## src/rtl/mul_float_pipe.sv

```systemverilog
// Three-stage IEEE-754 style multiplier: unpack/special, multiply, round/pack.
// Flush-to-zero on inputs and underflow; REQ/BUSY handshake on both sides.
module mul_float_pipe #(
  parameter int P_EXP = 8,
  parameter int P_MAN = 23,
  parameter int P_TAG = 4
) (
  input  logic                     iCLOCK,
  input  logic                     inRESET,
  input  logic                     iRESET_SYNC,
  input  logic                     iDATA_REQ,
  output logic                     oDATA_BUSY,
  input  logic [P_EXP+P_MAN:0]     iDATA_A,
  input  logic [P_EXP+P_MAN:0]     iDATA_B,
  input  logic [1:0]               iRMODE,
  input  logic [P_TAG-1:0]         iTAG,
  output logic                     oDATA_VALID,
  input  logic                     iDATA_BUSY,
  output logic [P_EXP+P_MAN:0]     oDATA,
  output logic [3:0]               oFLAGS,
  output logic [P_TAG-1:0]         oTAG
);

  localparam int W  = 1 + P_EXP + P_MAN;
  localparam int EW = P_EXP + 2;
  localparam int PW = 2 * P_MAN + 2;
  localparam int MW = P_MAN + 1;

  localparam logic [EW-1:0] BIAS  = EW'((1 << (P_EXP - 1)) - 1);
  localparam logic [EW-1:0] EMAXE = EW'((1 << P_EXP) - 1);
  localparam logic [P_EXP-1:0] EONE = '1;
  localparam logic [W-1:0] QNAN =
    {1'b0, {P_EXP{1'b1}}, 1'b1, {(P_MAN-1){1'b0}}};
  localparam logic [W-2:0] INFM = {{P_EXP{1'b1}}, {P_MAN{1'b0}}};
  localparam logic [W-2:0] MAXM =
    {{(P_EXP-1){1'b1}}, 1'b0, {P_MAN{1'b1}}};

  logic stall, acc;

  logic             v1_q, v2_q, v3_q;
  logic             sg1_q, sg2_q;
  logic [EW-1:0]    e1_q, e2_q;
  logic [MW-1:0]    ma1_q, mb1_q;
  logic [PW-1:0]    prod2_q;
  logic             sp1_q, sp2_q;
  logic [W-1:0]     spv1_q, spv2_q;
  logic [3:0]       spf1_q, spf2_q;
  logic [1:0]       rm1_q, rm2_q;
  logic [P_TAG-1:0] tag1_q, tag2_q, tag_q;
  logic [W-1:0]     data_q;
  logic [3:0]       flg_q;

  assign stall       = v3_q && iDATA_BUSY;
  assign acc         = iDATA_REQ && !stall;
  assign oDATA_BUSY  = stall;
  assign oDATA_VALID = v3_q;
  assign oDATA       = data_q;
  assign oFLAGS      = flg_q;
  assign oTAG        = tag_q;

  // S1: unpack and classify
  logic             sa, sb, sg_d;
  logic [P_EXP-1:0] ea, eb;
  logic [P_MAN-1:0] ma, mb;
  logic             za, zb, ia, ib, na, nb, sna, snb;
  logic             sp_d;
  logic [W-1:0]     spv_d;
  logic [3:0]       spf_d;
  logic [EW-1:0]    e_d;

  assign {sa, ea, ma} = iDATA_A;
  assign {sb, eb, mb} = iDATA_B;
  assign sg_d = sa ^ sb;
  assign za   = (ea == '0);
  assign zb   = (eb == '0);
  assign ia   = (ea == EONE) && (ma == '0);
  assign ib   = (eb == EONE) && (mb == '0);
  assign na   = (ea == EONE) && (ma != '0);
  assign nb   = (eb == EONE) && (mb != '0);
  assign sna  = na && !ma[P_MAN-1];
  assign snb  = nb && !mb[P_MAN-1];
  assign e_d  = {2'b00, ea} + {2'b00, eb} - BIAS;

  always_comb begin
    sp_d  = 1'b1;
    spv_d = QNAN;
    spf_d = 4'b0000;
    if (na || nb) begin
      spf_d = (sna || snb) ? 4'b1000 : 4'b0000;
    end else if ((ia && zb) || (ib && za)) begin
      spf_d = 4'b1000;
    end else if (ia || ib) begin
      spv_d = {sg_d, INFM};
    end else if (za || zb) begin
      spv_d = {sg_d, {(W-1){1'b0}}};
    end else begin
      sp_d = 1'b0;
    end
  end

  // S2: mantissa product
  logic [PW-1:0] prod_d;
  assign prod_d = {{MW{1'b0}}, ma1_q} * {{MW{1'b0}}, mb1_q};

  // S3: normalise, round, pack
  logic [PW-2:0]    n;
  logic [EW-1:0]    e_n, e_r;
  logic [P_MAN-1:0] kept, man_f;
  logic             g, st, inc, carry, ovf, unf;
  logic [MW-1:0]    mant_r;
  logic [W-1:0]     res_d;
  logic [3:0]       flg_d;

  assign n      = prod2_q[PW-1] ? prod2_q[PW-2:0]
                                : {prod2_q[PW-3:0], 1'b0};
  assign e_n    = e2_q + {{(EW-1){1'b0}}, prod2_q[PW-1]};
  assign kept   = n[PW-2:MW];
  assign g      = n[P_MAN];
  assign st     = |n[P_MAN-1:0];
  assign mant_r = {1'b0, kept} + {{P_MAN{1'b0}}, inc};
  assign carry  = mant_r[P_MAN];
  assign man_f  = carry ? '0 : mant_r[P_MAN-1:0];
  assign e_r    = e_n + {{(EW-1){1'b0}}, carry};
  assign ovf    = $signed(e_r) >= $signed(EMAXE);
  assign unf    = e_r[EW-1] || (e_r == '0);

  always_comb begin
    inc = 1'b0;
    unique case (rm2_q)
      2'b00:   inc = g && (st || kept[0]);
      2'b01:   inc = 1'b0;
      2'b10:   inc = (g || st) && !sg2_q;
      default: inc = (g || st) && sg2_q;
    endcase
  end

  always_comb begin
    res_d = {sg2_q, e_r[P_EXP-1:0], man_f};
    flg_d = {3'b000, g || st};
    if (sp2_q) begin
      res_d = spv2_q;
      flg_d = spf2_q;
    end else if (ovf) begin
      flg_d = 4'b0101;
      unique case (rm2_q)
        2'b00:   res_d = {sg2_q, INFM};
        2'b01:   res_d = {sg2_q, MAXM};
        2'b10:   res_d = {sg2_q, sg2_q ? MAXM : INFM};
        default: res_d = {sg2_q, sg2_q ? INFM : MAXM};
      endcase
    end else if (unf) begin
      res_d = {sg2_q, {(W-1){1'b0}}};
      flg_d = 4'b0011;
    end
  end

  always_ff @(posedge iCLOCK or negedge inRESET) begin
    if (!inRESET) begin
      v1_q    <= 1'b0;
      v2_q    <= 1'b0;
      v3_q    <= 1'b0;
      sg1_q   <= 1'b0;
      sg2_q   <= 1'b0;
      e1_q    <= '0;
      e2_q    <= '0;
      ma1_q   <= '0;
      mb1_q   <= '0;
      prod2_q <= '0;
      sp1_q   <= 1'b0;
      sp2_q   <= 1'b0;
      spv1_q  <= '0;
      spv2_q  <= '0;
      spf1_q  <= '0;
      spf2_q  <= '0;
      rm1_q   <= '0;
      rm2_q   <= '0;
      tag1_q  <= '0;
      tag2_q  <= '0;
      tag_q   <= '0;
      data_q  <= '0;
      flg_q   <= '0;
    end else if (iRESET_SYNC) begin
      v1_q   <= 1'b0;
      v2_q   <= 1'b0;
      v3_q   <= 1'b0;
      tag_q  <= '0;
      data_q <= '0;
      flg_q  <= '0;
    end else if (!stall) begin
      v1_q <= acc;
      v2_q <= v1_q;
      v3_q <= v2_q;
      if (acc) begin
        sg1_q  <= sg_d;
        e1_q   <= e_d;
        ma1_q  <= {1'b1, ma};
        mb1_q  <= {1'b1, mb};
        sp1_q  <= sp_d;
        spv1_q <= spv_d;
        spf1_q <= spf_d;
        rm1_q  <= iRMODE;
        tag1_q <= iTAG;
      end
      if (v1_q) begin
        sg2_q   <= sg1_q;
        e2_q    <= e1_q;
        prod2_q <= prod_d;
        sp2_q   <= sp1_q;
        spv2_q  <= spv1_q;
        spf2_q  <= spf1_q;
        rm2_q   <= rm1_q;
        tag2_q  <= tag1_q;
      end
      if (v2_q) begin
        data_q <= res_d;
        flg_q  <= flg_d;
        tag_q  <= tag2_q;
      end
    end
  end

endmodule

```

## config.mk

```make
export PLATFORM = sky130hd
export DESIGN_NAME = mul_float_pipe
export DESIGN_NICKNAME = d
export VERILOG_FILES = /design/src/rtl/mul_float_pipe.sv
export SDC_FILE = /design/constraint.sdc
export NUM_CORES = 2
export LEC_CHECK = 0
export ABC_CLOCK_PERIOD_IN_PS = 6500
export BUFFER_PORTS_ARGS = -buffer_cell sky130_fd_sc_hd__buf_2
export CAP_MARGIN = 15
export CORE_MARGIN = 3
export CORE_UTILIZATION = 55
export DETAILED_ROUTE_END_ITERATION = 16
export PLACE_DENSITY = 0.72
export SKIP_CTS_REPAIR_TIMING = 1
export SYNTH_ARGS = -nofsm -noshare
export SYNTH_HDL_FRONTEND = slang
export SYNTH_SLANG_ARGS = --single-unit
```

## constraint.sdc

```tcl
create_clock -name iCLOCK -period 6.5 [get_ports iCLOCK]
set_clock_uncertainty 0.2 [all_clocks]
set_input_delay 1.3 -clock iCLOCK [delete_from_list [all_inputs] [get_ports iCLOCK]]
set_output_delay 1.3 -clock iCLOCK [all_outputs]
set_load 0.03 [all_outputs]
```

==> impl_metrics.yaml <==
setup_path:
  max_stage_delay_ns: 0.59
  critPathMaxFanout: 5
  crit_type: "flip-flop to flip-flop"
  path_cells: "buf_6, and2_4, fa_1, inv_2, fa_1, inv_1, fa_1, fa_2, fa_2, fa_1, inv_1, fa_1, inv_2, ha_4, and3_4, and3_4, nand4_4, a211oi_4, o21bai_4, o31ai_4, a31oi_1, or4b_1, nand3_1"
  crit_top_cell: "fa_1"
  cp_top_family: "adder cells"
  start_kind: "flip-flop"
  end_kind: "flip-flop"
  crit_arrival_ns: 7.20
  required_ns: 6.72
  cp_slowest_cell: "fa_2"
  critPathBufInv: 5
timing:
  worst_pin_slew_ns: 0.921
  grt_setup_unrepaired: "true"
  slew_headroom_pct: 38.6
  drv_slew: 0
  finalHoldViolations: 0
  min_period_over_period_pct: 107
  min_period_ns: 6.98
  setup_violations: 25
  maxClockFrequency_ghz: 0.143
  timing.final.ws_setup_ns: -0.475
final_layout:
  final_area_sq_mm: 0.0326
  final_cells: 3961
  syn2layout_area_growth_pct: 17.2
  drive_gt1_share_pct: 21.1
  nets: 4037
die:
  fp.dieH_um: 231
  start_util_pct: 56.2
  die_x_um: 231
  dieArea_sq_mm: 0.0532
  pin_count: 117
  rows: 81
  coreArea_sq_mm: 0.0495
placed_design:
  dp_cells: 3878
  globalplace.congestion: 0.907
  hpwl_um: 60100
  placed_area_sq_mm: 0.0306
  port-buffer-count: 116
synth:
  synth_top_cell_area_share_pct: 34.9
  syn-num-nets: 3770
  yosys_warnings: 0
  syn_inst: 3017
  synthFlopType: "dfrtp_1"
  synth_commonest_cells: "575 x inv_1, 511 x nand2_1, 484 x fa_1, 291 x and2_1, 194 x ha_1"
  syn_avg_cell_area_sq_um: 9.21
  synth_edf_count: 0
  synth.distinct_cells: 85
  yosysTopAreaCell: "fa_1"
  synth.cell_area_sq_mm: 0.0278
  synth_most_common_cell: "inv_1"
  ys_seq_elements: 182
  async_flop_share_pct: 100
  ys_seq_area_share_pct: 16.4
  yosys-top-cells-area: "fa_1 35%, dfrtp_1 16%, ha_1 8.7%"
global_routing:
  grt_overflow_total: 0
  track_usage_pct: 28.4
  grt_first_pass_wirelength_um: 120000
  antenna_found_initial: 2
  grt_pass1_vias: 23100
  grt_max_degree: 93
outcome:
  status: "finished, violations left"
  violations: "negative setup slack"
clocking:
  clk_root_buffer_cell: "clkbuf_16"
  cts_tree: "yes"
  htree_levels: 4
  cts_buffer_depth: 2
  cts_sinks: 182
  clk_pin_slew_ns: 0.08
  clk_latency_ns: 0.50
  cts_made_buffers: 17
drt:
  final_antenna_net_count: 0
  route.detailed.drc: 0
  drt_pass1_iterations: 7
  avgViaCountPerCell: 5.49
  wl_um: 74600
  wl_per_cell_um: 18.8
  via_count: 21800
  drt_iter0_drc: 1492
min_path:
  hp-class: "flip-flop to flip-flop"
run:
  drv_cap: 0
## metrics by stage
stage / hold slack (ns) / setup TNS [ns] / setup WS (ns) / utilization [%]
CTS: 0.272 / -10.92 / -0.629 / 63.1
finish: 0.268 / -5.43 / -0.475 / 65.8
global placement: 0.241 / -7.54 / -0.463 / 61.9
global route: 0.299 / -10.86 / -0.666 / 65.8
floorplan: 0.233 / -0.252 / -0.0930 / -
detailed placement: 0.260 / -9.08 / -0.557 / 61.9
## worst paths after layout
check	from	endpoint	slack, ns	depth (start not counted)
max	ma1_q[14]	prod2_q[41]	-0.48	23
min	sp1_q	sp2_q	0.27	2
max reg2reg	ma1_q[14]	prod2_q[41]	-0.48	23
min reg2reg	sp1_q	sp2_q	0.27	2
max in group asynchronous	inRESET	ma1_q[5]	4.20	2
min in group asynchronous	inRESET	oDATA[26]	0.68	1
## worst register-to-register path: stages, from the launching register on
cell and delay [ns]:
dfrtp_2 0.44, buf_6 0.15, and2_4 0.16, fa_1 0.56, inv_2 0.05, fa_1 0.52
inv_1 0.05, fa_1 0.51, fa_2 0.59, fa_2 0.47, fa_1 0.49, inv_1 0.05
fa_1 0.49, inv_2 0.05, ha_4 0.26, and3_4 0.18, and3_4 0.21, nand4_4 0.11
a211oi_4 0.28, o21bai_4 0.10, o31ai_4 0.30, a31oi_1 0.14, or4b_1 0.48, nand3_1 0.08
## per-layer routing
layer  track usage, %  share of wire (%)  vias up  wire length [um]
met2             47.0                 49      877             36300
met1             38.4                 41    10900             30800
met5                0                  0        -                 0
met3             5.37                7.4      185              5540
met4             8.10                2.7        0              2000
li1                 -                  -     9774                 -
## layout make-up
| type | instances | area (sq um) |
|---|---|---|
| Multi-Input combinational cell | 2107 | 21200 |
| Fill cell | 3891 | 16900 |
| Sequential cell | 182 | 4590 |
| Clock inverter | 14 | 145 |
| Clock buffer | 17 | 425 |
| Inverter | 575 | 2160 |
| Timing Repair Buffer | 401 | 3170 |
| Antenna cell | 1 | 2.50 |
| Tap cell | 664 | 831 |
## kinds of logic (layout without fill, tap and decap cells)
kind of cell,count (synthesis),after routing,synth area share (%)
AOI/OAI and AO/OA,279,279,6.79
xor gates and xnor gates,86,86,2.71
adders and majority gates,678,678,43.6
buffers and inverters,728,1007,10.2
DFF,182,182,16.4
muxes,75,75,2.97
other,0,1,0
and+or+nand+nor,989,989,17.4
## flip-flops by register name, indices dropped and copies added (netlist names), 2 cells and up
signal   flops
tag2_q       4
mb1_q       23
spv2_q       3
e2_q        10
prod2_q     48
ma1_q       24
rm2_q        2
spv1_q       3
tag1_q       4
e1_q        10
rm1_q        2
oFLAGS       4
oDATA       32
oTAG         4
## cells in the final DEF (no fill, tap or decap), types with 23 or more instances in the layout
| cell | instances |
|---|---|
| inv_1 | 552 |
| nand2_1 | 504 |
| fa_1 | 464 |
| and2_1 | 273 |
| buf_4 | 228 |
| ha_1 | 170 |
| dfrtp_1 | 156 |
| buf_2 | 115 |
| o21ai_0 | 61 |
| mux2_2 | 58 |
| xnor2_1 | 52 |
| nor2_1 | 49 |
| a21oi_1 | 48 |
| xor2_1 | 29 |
| buf_6 | 29 |
| nand3_1 | 27 |
| dfrtp_2 | 26 |
| a21o_1 | 25 |
| inv_2 | 23 |
Power is left out: the tool's default activity adds up to more than one toggle a clock period on the data nets, which glitch-free logic cannot reach.
